--- config.mk ---
export PLATFORM = sky130hd
export DESIGN_NAME = iomem_gpio
export DESIGN_NICKNAME = d
export VERILOG_FILES = /design/src/rtl/gpio_pkg.sv /design/src/rtl/gpio_sync_edge.sv /design/src/rtl/iomem_gpio.sv
export SDC_FILE = /design/constraint.sdc
export NUM_CORES = 1
export LEC_CHECK = 0
export BUFFER_PORTS_ARGS = -buffer_cell sky130_fd_sc_hd__buf_2
export CORE_UTILIZATION = 40
export DETAILED_ROUTE_END_ITERATION = 10
export PLACE_DENSITY = 0.66
export SYNTH_ARGS = -nofsm -noshare
export SYNTH_HDL_FRONTEND = slang
export SYNTH_HIERARCHICAL = 1
export SYNTH_SLANG_ARGS = --single-unit
--- constraint.sdc ---
create_clock -name clk -period 4.8 [get_ports clk]
set_input_delay 0.96 -clock clk [delete_from_list [all_inputs] [get_ports clk]]
set_output_delay 0.96 -clock clk [all_outputs]
set_load 0.005 [all_outputs]
--- src/rtl/gpio_pkg.sv ---
// rtl/gpio_pkg.sv - register offsets, synchroniser bounds and byte-lane helper for iomem_gpio
package gpio_pkg;

  typedef enum logic [2:0] {
    REG_OUT  = 3'd0,
    REG_OE   = 3'd1,
    REG_IN   = 3'd2,
    REG_IEN  = 3'd3,
    REG_EDGE = 3'd4,
    REG_PEND = 3'd5,
    REG_SET  = 3'd6,
    REG_CLR  = 3'd7
  } gpio_reg_e;

  localparam int SYNC_STAGES_MIN = 2;
  localparam int SYNC_STAGES_MAX = 4;

  function automatic logic [31:0] byte_mask(input logic [3:0] wstrb);
    byte_mask = {{8{wstrb[3]}}, {8{wstrb[2]}}, {8{wstrb[1]}}, {8{wstrb[0]}}};
  endfunction

endpackage

--- src/rtl/gpio_sync_edge.sv ---
// rtl/gpio_sync_edge.sv - input synchroniser chain with prev flop and rise/fall detection
module gpio_sync_edge #(
  parameter int WIDTH       = 32,
  parameter int SYNC_STAGES = 2
) (
  input  logic             clk,
  input  logic             resetn,
  input  logic [WIDTH-1:0] din,
  output logic [WIDTH-1:0] sync,
  output logic [WIDTH-1:0] rise,
  output logic [WIDTH-1:0] fall
);

  logic [WIDTH-1:0] stage_q [SYNC_STAGES];
  logic [WIDTH-1:0] stage_d [SYNC_STAGES];
  logic [WIDTH-1:0] prev_q;
  logic [WIDTH-1:0] prev_d;

  always_comb begin
    stage_d[0] = din;
    for (int i = 1; i < SYNC_STAGES; i++) begin
      stage_d[i] = stage_q[i-1];
    end
    prev_d = stage_q[SYNC_STAGES-1];
  end

  always_ff @(posedge clk or negedge resetn) begin
    if (!resetn) begin
      for (int i = 0; i < SYNC_STAGES; i++) begin
        stage_q[i] <= '0;
      end
      prev_q <= '0;
    end else begin
      for (int i = 0; i < SYNC_STAGES; i++) begin
        stage_q[i] <= stage_d[i];
      end
      prev_q <= prev_d;
    end
  end

  assign sync = stage_q[SYNC_STAGES-1];
  assign rise = sync & ~prev_q;
  assign fall = ~sync & prev_q;

endmodule

--- src/rtl/iomem_gpio.sv ---
// rtl/iomem_gpio.sv - PicoSoC iomem GPIO: out/oe, atomic set/clear, synchronised inputs, edge irq
module iomem_gpio
  import gpio_pkg::*;
#(
  parameter logic [7:0] BASE_ADDR   = 8'h03,
  parameter int         WIDTH       = 32,
  parameter int         SYNC_STAGES = 2
) (
  input  logic             clk,
  input  logic             resetn,
  input  logic             iomem_valid,
  output logic             iomem_ready,
  input  logic [3:0]       iomem_wstrb,
  input  logic [31:0]      iomem_addr,
  input  logic [31:0]      iomem_wdata,
  output logic [31:0]      iomem_rdata,
  output logic [WIDTH-1:0] gpio_out,
  output logic [WIDTH-1:0] gpio_oe,
  input  logic [WIDTH-1:0] gpio_in,
  output logic             irq
);

  localparam int SYNC_EFF = (SYNC_STAGES < SYNC_STAGES_MIN) ? SYNC_STAGES_MIN :
                            (SYNC_STAGES > SYNC_STAGES_MAX) ? SYNC_STAGES_MAX : SYNC_STAGES;
  localparam logic [2:0] SETTLE_MAX = 3'(SYNC_EFF + 1);

  logic [WIDTH-1:0] out_q, out_d, oe_q, oe_d, ien_q, ien_d;
  logic [WIDTH-1:0] edge_sel_q, edge_sel_d, pend_q, pend_d;
  logic             ready_q, ready_d, irq_q, irq_d;
  logic [31:0]      rdata_q, rdata_d;
  logic [2:0]       cnt_q, cnt_d;

  logic [WIDTH-1:0] sync, rise, fall, evt, wmask, wval;
  logic [31:0]      bmask;
  logic             hit, wr_en, rd_en, settled;
  gpio_reg_e        sel;
  logic             unused_bits;

  function automatic logic [31:0] zext(input logic [WIDTH-1:0] v);
    zext = '0;
    zext[WIDTH-1:0] = v;
  endfunction

  gpio_sync_edge #(
    .WIDTH      (WIDTH),
    .SYNC_STAGES(SYNC_EFF)
  ) u_sync_edge (
    .clk   (clk),
    .resetn(resetn),
    .din   (gpio_in),
    .sync  (sync),
    .rise  (rise),
    .fall  (fall)
  );

  always_comb begin
    hit     = iomem_valid && !ready_q && (iomem_addr[31:24] == BASE_ADDR);
    sel     = gpio_reg_e'(iomem_addr[4:2]);
    wr_en   = hit && (iomem_wstrb != 4'b0000);
    rd_en   = hit && (iomem_wstrb == 4'b0000);
    bmask   = byte_mask(iomem_wstrb);
    wmask   = bmask[WIDTH-1:0];
    wval    = iomem_wdata[WIDTH-1:0] & wmask;
    // The chain and prev flop leave reset at 0; a pad already high would look like a rise.
    settled = (cnt_q == SETTLE_MAX);
    cnt_d   = settled ? cnt_q : cnt_q + 3'd1;
    evt     = settled ? ((edge_sel_q & rise) | (~edge_sel_q & fall)) : '0;

    ready_d    = hit;
    out_d      = out_q;
    oe_d       = oe_q;
    ien_d      = ien_q;
    edge_sel_d = edge_sel_q;
    pend_d     = pend_q;
    if (wr_en) begin
      case (sel)
        REG_OUT:  out_d      = (out_q & ~wmask) | wval;
        REG_OE:   oe_d       = (oe_q & ~wmask) | wval;
        REG_IEN:  ien_d      = (ien_q & ~wmask) | wval;
        REG_EDGE: edge_sel_d = (edge_sel_q & ~wmask) | wval;
        REG_PEND: pend_d     = pend_q & ~wval;
        REG_SET:  out_d      = out_q | wval;
        REG_CLR:  out_d      = out_q & ~wval;
        default:  ;
      endcase
    end
    // A fresh event outranks a simultaneous W1C.
    pend_d = pend_d | evt;
    irq_d  = |(pend_q & ien_q);

    rdata_d = rdata_q;
    if (rd_en) begin
      case (sel)
        REG_OUT:  rdata_d = zext(out_q);
        REG_OE:   rdata_d = zext(oe_q);
        REG_IN:   rdata_d = zext(sync);
        REG_IEN:  rdata_d = zext(ien_q);
        REG_EDGE: rdata_d = zext(edge_sel_q);
        REG_PEND: rdata_d = zext(pend_q);
        default:  rdata_d = '0;
      endcase
    end
  end

  always_ff @(posedge clk or negedge resetn) begin
    if (!resetn) begin
      out_q      <= '0;
      oe_q       <= '0;
      ien_q      <= '0;
      edge_sel_q <= '0;
      pend_q     <= '0;
      ready_q    <= 1'b0;
      irq_q      <= 1'b0;
      rdata_q    <= '0;
      cnt_q      <= '0;
    end else begin
      out_q      <= out_d;
      oe_q       <= oe_d;
      ien_q      <= ien_d;
      edge_sel_q <= edge_sel_d;
      pend_q     <= pend_d;
      ready_q    <= ready_d;
      irq_q      <= irq_d;
      rdata_q    <= rdata_d;
      cnt_q      <= cnt_d;
    end
  end

  assign iomem_ready = ready_q;
  assign iomem_rdata = rdata_q;
  assign gpio_out    = out_q;
  assign gpio_oe     = oe_q;
  assign irq         = irq_q;
  assign unused_bits = ^{iomem_addr[23:5], iomem_addr[1:0], iomem_wdata, bmask};

endmodule

# Word level (Yosys, flattened, before mapping)
# Cells that the tools add are included.
[totals]
reg_bits = 293
in_bits = 103
wordCells = 65
[op_classes]
n_addsub = 1
eq_ne = 9
n_mux = 5
bitwise_logic = 24
n_reduce_logical = 14
[ops]
columns = ["operator", "count"]
rows = [
  ["$and 32x32->32", 12],
  ["$or 32x32->32", 7],
  ["$pmux 32 s6", 1],
  ["$not 32->32", 5],
  ["$mux 32", 3],
  ["$pmux 32 s3", 1],
  ["$reduce_or 32->1", 1],
  ["$eq 3x3->1 const B", 4],
  ["$eq 3x2->1 const B", 3],
  ["$eq 8x2->1 const B", 1],
  ["$reduce_and 2->1", 4],
  ["$logic_and 1x1->1", 4],
  ["$logic_not 4->1", 1],
  ["$reduce_bool 4->1", 1],
  ["$add 3x1->3 const B", 1],
  ["$eq 3x1->1 const B", 1],
  ["$logic_not 3->1", 1],
  ["$reduce_bool 3->1", 1],
  ["$logic_not 1->1", 1],
]

# Longest topological paths before layout
[depth]
ltp_word = 6
mapped_depth = 7

# By module
# Netlist, hierarchy kept.
[by_module_without_submodules]
columns = ["mod", "n_inst", "cells_each", "area_each_um2"]
rows = [
  ["iomem_gpio", 1, 891, 10119.7],
  ["gpio_sync_edge", 1, 160, 2962.8],
]

# Worst setup path before layout
# OpenSTA, ideal clock, no wires.
[synth_path]
path_type = "input-to-reg"
start = "input port iomem_addr[27]"
end = "register (tool-made name)"
setup_time_ns = 0.125
arrival_time_ns = 2.556
required_time_ns = 4.675
slack_ns = 2.119
path_stages = 5
cell_sequence = "nor4_1 buf_2 nand2_1 nor3_2 mux2_2"
[synth_lines]
columns = ["item", "line", "source"]
rows = [
  ["start, declared", "iomem_gpio.sv:14", "input logic [31:0] iomem_addr,"],
]

==> run metrics <==
worst slew pin tran 1.06 ns; Top Ports 201; Post-synth ARST share 1.00; Synth cell types 50; top post-synthesis cells by area dfrtp_1, mux2_2, and2b_2; total track usage 0.222; hold-fix buffer count after cts 0; post-CTS setup buffer count 0; placeable core area 0.0319 mm²; max cap viols 0; DRT Pass-1 Iters 5; LEAKAGE 7.41 nW; Worst VDD drop 318 µV; Port Buffers 179; die area 0.0334 mm²; cell taking the most area after synthesis dfrtp_1; Initial Utilization 0.410; largest stage delay on the critical path 0.64 ns; mean post-synth cell area 12.4 µm²; CTS tree yes; pin count of the biggest net entering global routing 122; syn nets 1156; Clock Sinks 293; placed insts 1637; CP Class primary input to flip-flop; Worst Skew 0.0117 ns; Final Hold Viols 0; sequential fraction of the synthesis area 0.560; power per cell area 348 mW/mm²; vias post-DR 9506; placed inst area 0.0146 mm²; Antenna Nets Post-Route 0; CTS resizes 0; Final Cycle Share 0.592; minimum clock period 2.84 ns; Yosys reg bits 293; GPL Wtd Cong 0.847; Slew headroom 0.287; Initial DRC Count 806; worst-path fanout max 17; Vert. Die Dim 183 µm; final wirelength 36600 µm; Synth Flop Type dfrtp_1; FMAX 352 MHz; vias in the first global route 9630; total design power 0.00546 W; commonest cells in the synthesized netlist dfrtp_1, mux2_2, nand2_1; slowest stage cell on the critical path and4b_1; EDFF count, synth 0; gr ovfl total 0; CP endpoint kind flip-flop; area delta synth->final 19.8%; Root Buffer clkbuf_16; setup TNS 0 ns; Post-Synthesis Cells 1051; vias per std cell 5.61; H-tree levels 1; YS warnings 6; Final Util 0.492; Finish-stage setup viols 0; Longest Clk Path Bufs 3; initial antenna violation count 3; count leader, synth dfrtp_1; DRC Markers 0; Worst-path clk slew 0.06 ns; cts bufs inserted 31; Die W 183 µm; wire per inst 21.6 µm; first-pass GRT wire length 57200 µm; status finished, final reports clean; post-synthesis instance area 0.0131 mm²; Yosys top cell area share 0.560; layout cell share with drive strength beyond 1 0.397; Hold Path Class flip-flop to flip-flop; Rows 65; HPWL Detailed 24900 µm; WP data required 5.24 ns; RSZ-0062 raised after global routing no; post-layout instance area 0.0157 mm²; Critical Path, Cell by Cell buf_2, and4b_1, and4_1, nand4_1, mux2_2; Finished Layout Cells 1695; NumNets Final 1340; Startpoint Class primary input; fin. max-slew vios 0; Arr. time, crit path 3.28 ns; clk_lat worst skew 0.56 ns
-- layout make-up --
type	count	area [µm²]
Clock inverter	12	195
Timing Repair Buffer	209	1150
Sequential cell	293	7330
Multi-Input combinational cell	692	5510
Inverter	8	30.0
Fill cell	2895	16200
Clock buffer	43	911
Antenna cell	3	7.51
Tap cell	435	544
-- kinds of logic after synthesis --
kind of cell / Yosys count / synth area share
compound gates: 222 / 0.123
fa+ha+maj: 2 / 0.00191
mux: 194 / 0.167
xor+xnor: 2 / 0.00134
simple gates: 272 / 0.127
flops: 293 / 0.560
buf+inv: 66 / 0.0197
-- where the power goes --
| part | internal, W | leakage, nW | switching [W] |
|---|---|---|---|
| logic | 0.000127 | 3.18 | 0.000208 |
| registers | 0.00252 | 3.68 | 0.0000312 |
| clock network | 0.00158 | 0.545 | 0.000989 |
-- through the flow --
stage / setup WS, ns / hold WS, ns
CTS: 1.95 / 0.342
global route: 1.86 / 0.346
global placement: 1.44 / 0.333
detailed placement: 1.38 / 0.335
finish: 1.96 / 0.341
floorplan: 2.12 / 0.331
-- path summary, 6_finish.rpt --
check	start	end	slack (ns)	cells after the start
worst max register to register	iomem_ready$_DFF_PN0_	flip-flop	2.00	4
min in group asynchronous	resetn	iomem_rdata[26]$_DFFE_PN0P_	0.46	1
worst min-delay path	u_sync_edge/stage_d[24]$_DFF_PN0_	u_sync_edge/sync[24]$_DFF_PN0_	0.34	0
worst min register to register	u_sync_edge/stage_d[24]$_DFF_PN0_	u_sync_edge/sync[24]$_DFF_PN0_	0.34	0
worst max-delay path	iomem_valid	flip-flop	1.96	5
max in group asynchronous	resetn	asynchronous set/reset pin	3.30	2
-- worst max-delay path, delay by kind of cell --
family | cells | cell delay [ns]
buffers and inverters | 1 | 0.08
muxes | 1 | 0.48
and+or+nand+nor | 3 | 1.75
-- layer usage --
layer	vias to the layer above	share of wire	track usage
met1	4838	0.45	0.310
met2	311	0.47	0.359
met5	-	0	0
met3	58	0.056	0.0361
met4	0	0.023	0.0603
li1	4299	-	-
-- cells in the final DEF, fill, tap and decap left out, types with 5 or more instances in the layout --
cell type / netlist / routed
a21oi_1: 21 / 21
a221oi_1: 14 / 14
o21a_1: 8 / 8
clkbuf_16: 0 / 31
nand3_1: 15 / 15
o22ai_1: 8 / 8
nand4_1: 13 / 13
nor2_1: 42 / 42
clkbuf_8: 0 / 9
inv_1: 6 / 6
and4_1: 5 / 5
mux2_2: 150 / 150
a22o_1: 31 / 31
a31oi_1: 24 / 24
nand2_1: 80 / 80
nor3b_1: 12 / 12
a22oi_1: 22 / 22
nand3b_1: 5 / 5
buf_4: 0 / 31
a211oi_1: 24 / 24
a32o_1: 5 / 5
o221ai_1: 21 / 21
and2b_2: 64 / 64
o21ai_0: 28 / 28
nand4b_1: 5 / 5
buf_2: 8 / 176
dfrtp_1: 293 / 293
bufinv_16: 0 / 5
nor4_2: 5 / 6
mux2i_1: 40 / 40
a41oi_1: 7 / 7
(Power assumes the default switching activity.)
